## src/rtl/data_mem_responder.sv

```systemverilog
// Load/store data-memory responder: valid/ready request, fixed multi-cycle latency, one-cycle response pulse.
// Optional address-range checking is enabled by defining DMEM_RANGE_CHECK_EN.
module data_mem_responder #(
   parameter int DATA_W  = 8,
   parameter int ADDR_W  = 4,
   parameter int DEPTH   = 16,
   parameter int LATENCY = 2
) (
   input  logic              clk,
   input  logic              rst_n,
   input  logic              req_valid,
   input  logic              req_write,
   input  logic [7:0]        req_addr,
   input  logic [DATA_W-1:0] req_wdata,
   output logic              req_ready,
   output logic              resp_valid,
   output logic [DATA_W-1:0] resp_rdata,
   output logic              resp_err
);

   typedef enum logic [1:0] {IDLE, WAIT, RESP} state_t;

   state_t              r_state;
   state_t              w_next;
   logic [3:0]          r_cnt;
   logic                r_write;
   logic [ADDR_W-1:0]   r_idx;
   logic [DATA_W-1:0]   r_wdata;
   logic                r_oor;
   logic [DATA_W-1:0]   r_rdata;
   logic                r_err;
   logic [DATA_W-1:0]   r_mem [DEPTH];
   logic                w_accept;
   logic                w_fire;
   logic                w_oor;

`ifdef DMEM_RANGE_CHECK_EN
   assign w_oor = ({1'b0, req_addr} >= 9'(DEPTH));
`else
   // Upper address bits only matter when range checking is built in.
   logic w_unused_addr;
   assign w_unused_addr = ^req_addr;
   assign w_oor         = 1'b0;
`endif

   assign w_accept   = req_valid && req_ready;
   assign w_fire     = (r_state == WAIT) && (r_cnt == '0);
   assign resp_rdata = r_rdata;
   assign resp_err   = r_err;

   always_ff @(posedge clk) begin
      if (!rst_n) r_state <= IDLE;
      else        r_state <= w_next;
   end

   always_comb begin
      w_next     = r_state;
      req_ready  = 1'b0;
      resp_valid = 1'b0;
      case (r_state)
         IDLE: begin
            req_ready = 1'b1;
            if (req_valid) w_next = WAIT;
         end
         WAIT: begin
            if (r_cnt == '0) w_next = RESP;
         end
         RESP: begin
            resp_valid = 1'b1;
            w_next     = IDLE;
         end
         default: w_next = IDLE;
      endcase
   end

   always_ff @(posedge clk) begin
      if (!rst_n) begin
         r_mem   <= '{default: '0};
         r_cnt   <= '0;
         r_write <= 1'b0;
         r_idx   <= '0;
         r_wdata <= '0;
         r_oor   <= 1'b0;
         r_rdata <= '0;
         r_err   <= 1'b0;
      end else if (w_accept) begin
         r_write <= req_write;
         r_idx   <= req_addr[ADDR_W-1:0];
         r_wdata <= req_wdata;
         r_oor   <= w_oor;
         r_cnt   <= 4'(LATENCY - 1);
      end else if (w_fire) begin
         // Out-of-range accesses leave storage untouched and report zero data.
         if (r_oor) begin
            r_rdata <= '0;
            r_err   <= 1'b1;
         end else if (r_write) begin
            r_mem[r_idx] <= r_wdata;
            r_rdata      <= r_wdata;
            r_err        <= 1'b0;
         end else begin
            r_rdata <= r_mem[r_idx];
            r_err   <= 1'b0;
         end
      end else if (r_state == WAIT) begin
         r_cnt <= r_cnt - 4'd1;
      end
   end

endmodule
```

## config.mk

```make
export PLATFORM = sky130hd
export DESIGN_NAME = data_mem_responder
export DESIGN_NICKNAME = d
export VERILOG_FILES = /design/src/rtl/data_mem_responder.sv
export SDC_FILE = /design/constraint.sdc
export NUM_CORES = 1
export LEC_CHECK = 0
export ABC_CLOCK_PERIOD_IN_PS = 3500
export BUFFER_PORTS_ARGS = -buffer_cell sky130_fd_sc_hd__buf_2
export CORE_MARGIN = 2
export CORE_UTILIZATION = 45
export DETAILED_ROUTE_END_ITERATION = 12
export GPL_TIMING_DRIVEN = 0
export PLACE_DENSITY = 0.67
export SYNTH_ARGS = -nofsm -noshare
export SYNTH_HDL_FRONTEND = slang
export SYNTH_SLANG_ARGS = --single-unit
export TNS_END_PERCENT = 5
```

## constraint.sdc

```tcl
create_clock -name clk -period 3.5 [get_ports clk]
set_input_delay 0.175 -clock clk [delete_from_list [all_inputs] [get_ports clk]]
set_output_delay 0.175 -clock clk [all_outputs]
set_load 0.02 [all_outputs]
```

Word level (Yosys, flattened, before mapping)

Index checks and enable logic that the tools add are counted.

Reduce and logical (&&, ||, !) cells: 12
Eq/ne operators: 5
Add/subtract/negate cells: 1
Shift-type cells: 0
Bitwise gates (word level): 4
Magnitude comparators: 2
Div/mod/pow operators: 0
Multiply operators: 0
Multiplexer cells: 15

Operators by type and width:

| cell                                                  | count |
|---|---|
| bitwise mux 128 bit                                   | 1 |
| binary-select mux 8 bit (select 4 bit)                | 1 |
| demux 8 bit (select 4 bit)                            | 1 |
| 2-to-1 mux 8 bit                                      | 4 |
| AND reduction 2 bit                                   | 4 |
| >= comparator 5 bit, second input constant            | 1 |
| < comparator 5 x 1 -> 1 bit, second input constant    | 1 |
| 2-to-1 mux 1 bit                                      | 5 |
| NOT 4 -> 5 bit                                        | 1 |
| logical NOT 4 bit                                     | 1 |
| 2-to-1 mux 2 bit                                      | 2 |
| inequality test 2 bit, second input constant          | 2 |
| one-hot mux 2 bit (2 select lines)                    | 1 |
| subtractor 4 x 1 -> 4 bit, second input constant      | 1 |
| logical AND 1 bit                                     | 3 |
| NOT 1 bit                                             | 3 |
| AND reduction 3 bit                                   | 1 |
| equality test 2 x 1 -> 1 bit, second input constant   | 1 |
| equality test 2 bit, second input constant            | 1 |
| logical NOT 2 bit                                     | 1 |
| inequality test 2 x 1 -> 1 bit, second input constant | 1 |
| nonzero test 2 bit                                    | 1 |
| OR reduction 2 bit                                    | 1 |

Bits in registers: 155
Latch bits: 0
Input bits: 20
Memories kept: 0
Logic and storage cells: 62
Output and inout bits: 11
RAM bits: 0
Bits in read-only memories: 0

Logic depth before layout (Yosys ltp)

Gate-level depths: netlist of the first run.

Depth after elaboration: 6
Mapped depth: 8
Gate-level depth less buffers: 6

Worst setup path after synthesis of the first run

OpenSTA, ideal clock, no wires.

Path kind: register to register
Start point: register r_cnt[0]
End point: register r_mem[10] in the netlist's numbering
Cell stages (with the launch flop): 9
Data required time: 3.428 ns
Arrival time: 2.350 ns
Path slack: 1.078 ns
Setup time: 0.072 ns
Period minus slack after synthesis: 2.422 ns
Path buffers: 2
Path through: dfxtp_1 > inv_1 > ha_1 > or3b_4 > or4_1 > buf_6 > buf_6 > nor3_4 > mux2i_1

Word-level cells in the longest chain between the ends: 3

RTL lines:

| what                          | line | text |
|---|---|---|
| start, declared               | 25   | `logic [3:0] r_cnt;` |
| start signal, assigned        | 91   | `r_cnt <= 4'(LATENCY - 1);` |
| start signal, assigned        | 106  | `r_cnt <= r_cnt - 4'd1;` |
| logical NOT 4 bit             | 47   | `assign w_fire = (r_state == WAIT) && (r_cnt == '0);` |
| logical AND 1 bit             | 47   |  |
| AND reduction 3 bit (no line) | n/a  |  |
| end signal, assigned by index | 98   | `r_mem[r_idx] <= r_wdata;` |
| end, declared                 | 32   | `logic [DATA_W-1:0] r_mem [DEPTH];` |

No other way between the ends.
A chain may end at the register's enable or synchronous reset.

Worst setup path after layout of the first run

Start point: register r_idx[1]
End point: register r_rdata[5] (netlist: resp_rdata[5])

Word-level cells in the longest chain between the ends: 5

RTL lines:

| what                                                 | line | text |
|---|---|---|
| start, declared                                      | 27   | `logic [ADDR_W-1:0] r_idx;` |
| start signal, assigned                               | 88   | `r_idx <= req_addr[ADDR_W-1:0];` |
| NOT 4 -> 5 bit (not written as such)                 | 102  | `r_rdata <= r_mem[r_idx];` |
| binary-select mux 8 bit (select 4 bit)               | 102  |  |
| 2-to-1 mux 8 bit (not written as such) (2 in series) | 102  |  |
| 2-to-1 mux 8 bit                                     | 97   | `end else if (r_write) begin` |
| end signal, assigned                                 | 99   | `r_rdata <= r_wdata;` |
| end signal, assigned                                 | 102  |  |
| end, declared                                        | 30   | `logic [DATA_W-1:0] r_rdata;` |

No other way between the ends. The select of a mux whose other input is x is not followed.

==> results.toml, run 1 <==
[worst_hold_path]
hold_start = "req_addr[1]"
hp-class = "in2reg"

[worst_setup_path]
cp-end-kind = "flop"
required_ps = 3870
worstSetupPathType = "reg2reg"
crit_start = "r_idx[1]$_SDFFE_PN0P_"
start_kind = "flop"
crit_arrival_ps = 3400
rr_startpoint = "r_idx[1]$_SDFFE_PN0P_"
worstPathMaxFanout = 10

[logic_synthesis]
synth_cell_types = 37
yosysWarningCount = 0
synth_cells = 692
synth_top_area_share_pct = 44.5
synthTopCellsByCount = "mux2i_1 (168), nand2_1 (166), dfxtp_1 (155), clkbuf_1 (41), nor2_1 (23)"
syn-num-nets = 713
avgSynthCellArea_um2 = 10.1
ys.flop_type = "dfxtp_1"
netlist_area_um2 = 6970
synthMostInstantiatedCell = "mux2i_1"
synthArstFlopShare_pct = 0
synth_edf_count = 0
yosys-top-cells-area = "dfxtp_1 (45%), mux2i_1 (24%), nand2_1 (8.9%), mux4_2 (5.2%), nor3_4 (2.8%)"
ys_seq_elements = 155
synth_top_area_cell = "dfxtp_1"
ys_seq_area_share_pct = 44.5

[pwr]
clkPwrFrac_pct = 47.1
internal-power_uw = 2990
seqPwrFrac_pct = 45.6
peakVddDrop_uv = 357
pwr_density_cell_nw_per_um2 = 491
netSwitchingPower_uw = 945
p_leak_uw = 0.00291
netSwitchingFraction_pct = 24.0
combPwrFrac_pct = 7.3

[clock_tree]
cts_tree = "yes"
cts_num_sinks = 155
clock_latency_ps = 430
ctsRootBufferMaster = "clkbuf_16"
clk_pin_slew_worst_paths_ps = 60
clockBufferDepth = 2
htree_num_levels = 4
cts_made_buffers = 17

[finish]
fin_cells = 946
finalCoreUtilization_pct = 53.0
antenna_cells = 0
syn_to_final_growth_pct = 15.1
drive_gt1_share_pct = 13.3
nets = 766

[route]
drt.antenna.violating_nets = 0
vias = 5402
via_per_inst = 5.71
drc_errors = 0
routed_wl_um = 18800
dr.pass1.iters = 6
wire_per_inst_um = 19.9
drt-initial-drc-count = 557

[floorplan]
rows = 45
start_util_pct = 46.0
die_w_um = 128
die_area_um2 = 16500
core-area_um2 = 15100
die_h_um = 128
top_level_ports = 31

[flow_run]
maxCapViolCount = 0

[sta]
hold_viol = 0
relSlewSlack_pct = 31.4
fin_skew_ps = 4.99
fin_crit_sh_pct = 86.6
fmax_mhz = 330
worst-slew-pin-transition_ps = 1020
rsz0062_at_grt = "false"
finalSetupTns_ps = 0
maxSlewViolCount = 0
period_needed_ps = 3030
setup_viol_count_final = 0

[placement]
placedCellCount = 904
portBuffers = 24
dpl.hpwl_um = 12900
place.gp.congestion = 0.895

[grt]
first_global_vias = 5391
grt_usage_pct = 24.0
grt_max_degree = 17
antenna_found_initial = 0
grt_pass1_wl_um = 29600
grt_overflow = 0

[status]
status = "completed"
==> stage by stage <==
| step | hold WS, ps | area (um^2) | total power, uW | setup slack (ps) |
|---|---|---|---|---|
| after floorplan | 311 | 6970 | 2020 | 1080 |
| after global placement | 430 | 7330 | 2100 | 564 |
| after detailed placement | 428 | 7330 | 2110 | 541 |
| after CTS | 1.54 | 8030 | 3950 | 496 |
| after global routing | 2.17 | 8030 | 4070 | 336 |
| final | 20.1 | 8030 | 3940 | 468 |
==> placed cells by master, fill, tap and decap left out, drive strengths merged <==
cell,n
a221oi,1
mux4,16
nand3b,2
mux2i,168
o311a,8
or3,8
nand2,166
clkbuf,63
conb,1
o221ai,8
nor3b,1
inv,4
clkinv,5
dfxtp,155
clkinvlp,3
o211ai,8
nor2,23
nand3,3
nand2b,5
or4,3
xor2,2
dlygate4sd3,10
o21bai,1
a21oi,13
nor4,2
a211oi,1
nor2b,2
and2,1
bufinv,2
or3b,1
or2,3
buf,38
nor3,13
o21ai,17
ha,1
==> timing repair <==
action                                 4_1_cts  5_1_grt
buffers inserted                             0        0
hold buffers                                10        0
endpoints found under the hold margin       10        0
gates resized for setup                      0        0
==> power groups by stage <==
stage / Sequential (uW) / Clock, uW / Combinational [uW]
2_1_floorplan: 1830 / 0 / 190
3_3_place_gp: 1830 / 0 / 272
3_5_place_dp: 1830 / 0 / 276
4_1_cts: 1790 / 1870 / 285
5_1_grt: 1800 / 1960 / 312
6_report: 1800 / 1850 / 289
==> per-layer routing <==
metal	vias to the layer above	track usage, %	wire (um)
li1	2519	-	-
met1	2647	31.3	8310
met2	203	38.9	8820
met4	0	7.95	382
met5	-	0	0
met3	33	6.28	1290
==> state kept, by name (all words and copies together) (netlist names) <==
register / flops
r_idx: 4
r_state: 2
resp_rdata: 8
r_cnt: 4
r_write: 1
r_mem: 128
r_wdata: 8
==> logic make-up after synthesis <==
family | count (synthesis) | share of synthesized area, %
other | 1 | 0.0538
buffers and inverters | 59 | 3.73
AO/OA/AOI/OAI | 57 | 5.51
XOR/XNOR | 2 | 0.251
flip-flops | 155 | 44.5
adder cells (fa/ha/maj) | 1 | 0.179
AND/OR/NAND/NOR | 233 | 16.5
multiplexers | 184 | 29.3
==> worst max-delay path, cell delays in order, from the launching register on <==
cell,delay [ps]
dfxtp_1,360
buf_2,290
buf_1,690
buf_2,440
nand3b_1,400
o221ai_1,560
o311a_1,220
==> area by class of cell <==
type,instances,area (um^2)
plain buffers,55,245
inverters,4,15.0
clock buffers,22,484
fillers,1296,7120
well taps,188,235
multi-input cells,478,3610
clock inverters,10,115
repair buffers,34,220
flip-flops and latches,155,3100
==> path summary, 6_finish.rpt <==
kind | to | slack [ps] | cells after the start
hold reg to reg | r_mem[77]$_SDFFE_PN0P_ | 450 | 2
setup reg to reg | resp_rdata[5]$_SDFFE_PN0P_ | 470 | 6
hold / removal | r_idx[1]$_SDFFE_PN0P_ | 20 | 3
setup / recovery | resp_rdata[5]$_SDFFE_PN0P_ | 470 | 6
(Power assumes the default switching activity.)
==> run 2: changes to the inputs <==
--- a/config.mk
+++ b/config.mk
@@ -5,6 +5,7 @@
 export SDC_FILE = /design/constraint.sdc
 export NUM_CORES = 1
 export LEC_CHECK = 0
+export ABC_AREA = 1
 export ABC_CLOCK_PERIOD_IN_PS = 3500
 export BUFFER_PORTS_ARGS = -buffer_cell sky130_fd_sc_hd__buf_2
 export CORE_MARGIN = 2
==> run 2 against run 1 <==
Global-route usage up 3.8 points. Largest power group unchanged. Power is 3.5% higher. Clock skew grew 3.9 ps. Maximum frequency up 31%. Synthesized cell count grew 54%.
==> results.toml, run 2 <==
[route]
wl_met1_um = 10300
routed_wl_um = 22400
vias = 7155
via_per_inst = 5.33
drt.antenna.violating_nets = 0
wl_met3_um = 1460
wire_per_inst_um = 16.7
highest_layer = "met4"
drc_errors = 0
wl_met2_um = 9860
dr.pass1.iters = 6
drt-initial-drc-count = 779

[clock_tree]
ctsRootBufferMaster = "clkbuf_16"
ctsResizeCount = 0
clk_pin_slew_worst_paths_ps = 60
cts_made_buffers = 17
clock_latency_ps = 430
cts_tree = "yes"
clockBufferDepth = 2
post_cts_buffers = 0
htree_num_levels = 4
cts_num_sinks = 155
hold_buffers = 9

[grt]
grt_overflow = 0
antenna_found_initial = 0
first_global_vias = 6653
grt_max_degree = 17
grt_pass1_wl_um = 35100
grt_usage_pct = 27.7

[logic_synthesis]
yosysWarningCount = 0
netlist_area_um2 = 7040
ys_seq_elements = 155
synth_top_area_share_pct = 44.1
synthTopCellsByCount = "nand2_1 (306), dfxtp_1 (155), o21ai_0 (151), a21oi_1 (143), nor2_1 (141)"
synth_top_area_cell = "dfxtp_1"
avgSynthCellArea_um2 = 6.60
synthSimpleGateAreaFrac_pct = 26.3
synth_edf_count = 0
synthMostInstantiatedCell = "nand2_1"
synth_top_family_by_area = "simple AND/OR/NAND/NOR gates"
synth_cell_types = 23
synth-compound-area-share_pct = 22.3
synthMuxAreaShare_pct = 0
ys.flop_type = "dfxtp_1"
yosys-top-cells-area = "dfxtp_1 (44%), nand2_1 (16%), o21ai_0 (11%), a21oi_1 (10%), nor2_1 (7.5%)"
synth_cells = 1067
yosys.area_share.adder_pct = 0.178
synth_xor_area_share_pct = 0
synthArstFlopShare_pct = 0
syn-num-nets = 1088
ys_seq_area_share_pct = 44.1

[floorplan]
die_area_um2 = 16700
die_h_um = 129
top_level_ports = 31
start_util_pct = 46.1
core-area_um2 = 15300
rows = 45
die_w_um = 129

[pwr]
p_leak_uw = 0.00327
clkPwrFrac_pct = 45.8
netSwitchingFraction_pct = 27.1
combPwrFrac_pct = 9.3
netSwitchingPower_uw = 1100
internal-power_uw = 2970
seqPwrFrac_pct = 44.9
pwr_density_cell_nw_per_um2 = 503
peakVddDrop_uv = 352

[finish]
syn_to_final_growth_pct = 15.1
nets = 1140
largest-register = "r_mem"
antenna_cells = 0
drive_gt1_share_pct = 6.98
layout_commonest_cell = "nand2_1"
final_cell_mix = "nand2_1 (306), dfxtp_1 (155), o21ai_0 (151), a21oi_1 (143), nor2_1 (141)"
largest_reg_flops = 128
fill_cells = 1562
finalCoreUtilization_pct = 53.1

[sta]
rsz0062_at_grt = "false"
setup_viol_count_final = 0
period_needed_ps = 2310
maxSlewViolCount = 0
worst-slew-pin-transition_ps = 796
fin_crit_sh_pct = 66.1
finalSetupTns_ps = 0
hold_viol = 0
fmax_mhz = 432
relSlewSlack_pct = 46.9
fin_skew_ps = 8.87

[flow_run]
maxCapViolCount = 0

[worst_setup_path]
cp-end-kind = "flop"
r2r.worst_path.cells = 10
required_ps = 3820
worstSetupPathType = "reg2reg"
worstPathMaxFanout = 10
start_kind = "flop"
crit_arrival_ps = 2630

[status]
status = "completed"

[worst_hold_path]
hp-class = "in2reg"
hold_depth = 3

[placement]
place.gp.congestion = 0.908
dpl.hpwl_um = 15400
portBuffers = 24
## run 2: kinds of logic (layout without fill, tap and decap cells)
family,after synthesis,count (layout)
flops,155,155
simple gates,475,475
other cells,1,1
buf+inv,126,190
compound gates,309,309
fa+ha+maj,1,1
## run 2: cell type report
type	count	area (um^2)	share of cell area, %
repair buffers	33	210	2.59
inverters	53	199	2.46
multi-input cells	786	3440	42.4
clock buffers	21	470	5.81
flip-flops and latches	155	3100	38.3
well taps	211	264	3.26
clock inverters	10	115	1.42
plain buffers	73	302	3.72
## run 2: final timing paths
| kind | from | end | slack, ps |
|---|---|---|---|
| worst max-delay path | r_cnt[0]$_SDFFE_PN0P_ | r_mem[5]$_SDFFE_PN0P_ | 1190 |
| worst min-delay path | req_wdata[7] | r_wdata[7]$_SDFFE_PN0P_ | 20 |
| worst max register to register | r_cnt[0]$_SDFFE_PN0P_ | r_mem[5]$_SDFFE_PN0P_ | 1190 |
| worst min register to register | r_mem[25]$_SDFFE_PN0P_ | r_mem[25]$_SDFFE_PN0P_ | 450 |
## run 2: stage by stage
| stage | power (uW) | area (um^2) | cells | hold WS, ps | setup WS (ps) |
|---|---|---|---|---|---|
| 6_report | 4080 | 8100 | 1342 | 18.2 | 1190 |
| 5_1_grt | 4180 | 8100 | 1342 | 6.99 | 1030 |
| 4_1_cts | 4070 | 8100 | 1342 | 7.17 | 1210 |
| 3_5_place_dp | 2230 | 7420 | 1302 | 404 | 1220 |
| 3_3_place_gp | 2220 | 7420 | 1302 | 402 | 1220 |
| 2_1_floorplan | 2080 | 7040 | 1067 | 310 | 1690 |
## run 2: worst max-delay path, stage by stage (launching register included)
cell     delay [ps]
dfxtp_1         310
inv_1            90
ha_1            200
nand3_1         150
nor2_4          220
nand2_2         200
nor2_4          330
nand2_1         230
buf_2           240
o21ai_0         160
a21oi_1          50
## run 2: power by group through the flow
| stage | Clock [uW] | Combinational (uW) | Sequential, uW |
|---|---|---|---|
| floorplan | 0 | 231 | 1850 |
| global placement | 0 | 360 | 1860 |
| detailed placement | 0 | 360 | 1860 |
| CTS | 1870 | 369 | 1830 |
| global route | 1940 | 412 | 1830 |
| finish | 1870 | 379 | 1830 |
## run 2: metal layers
metal / vias to the layer above / global-route usage (%)
li1: 3557 / -
met1: 3306 / 38.8
met2: 237 / 42.0
met3: 55 / 5.49
met4: 0 / 11.5
met5: - / 0
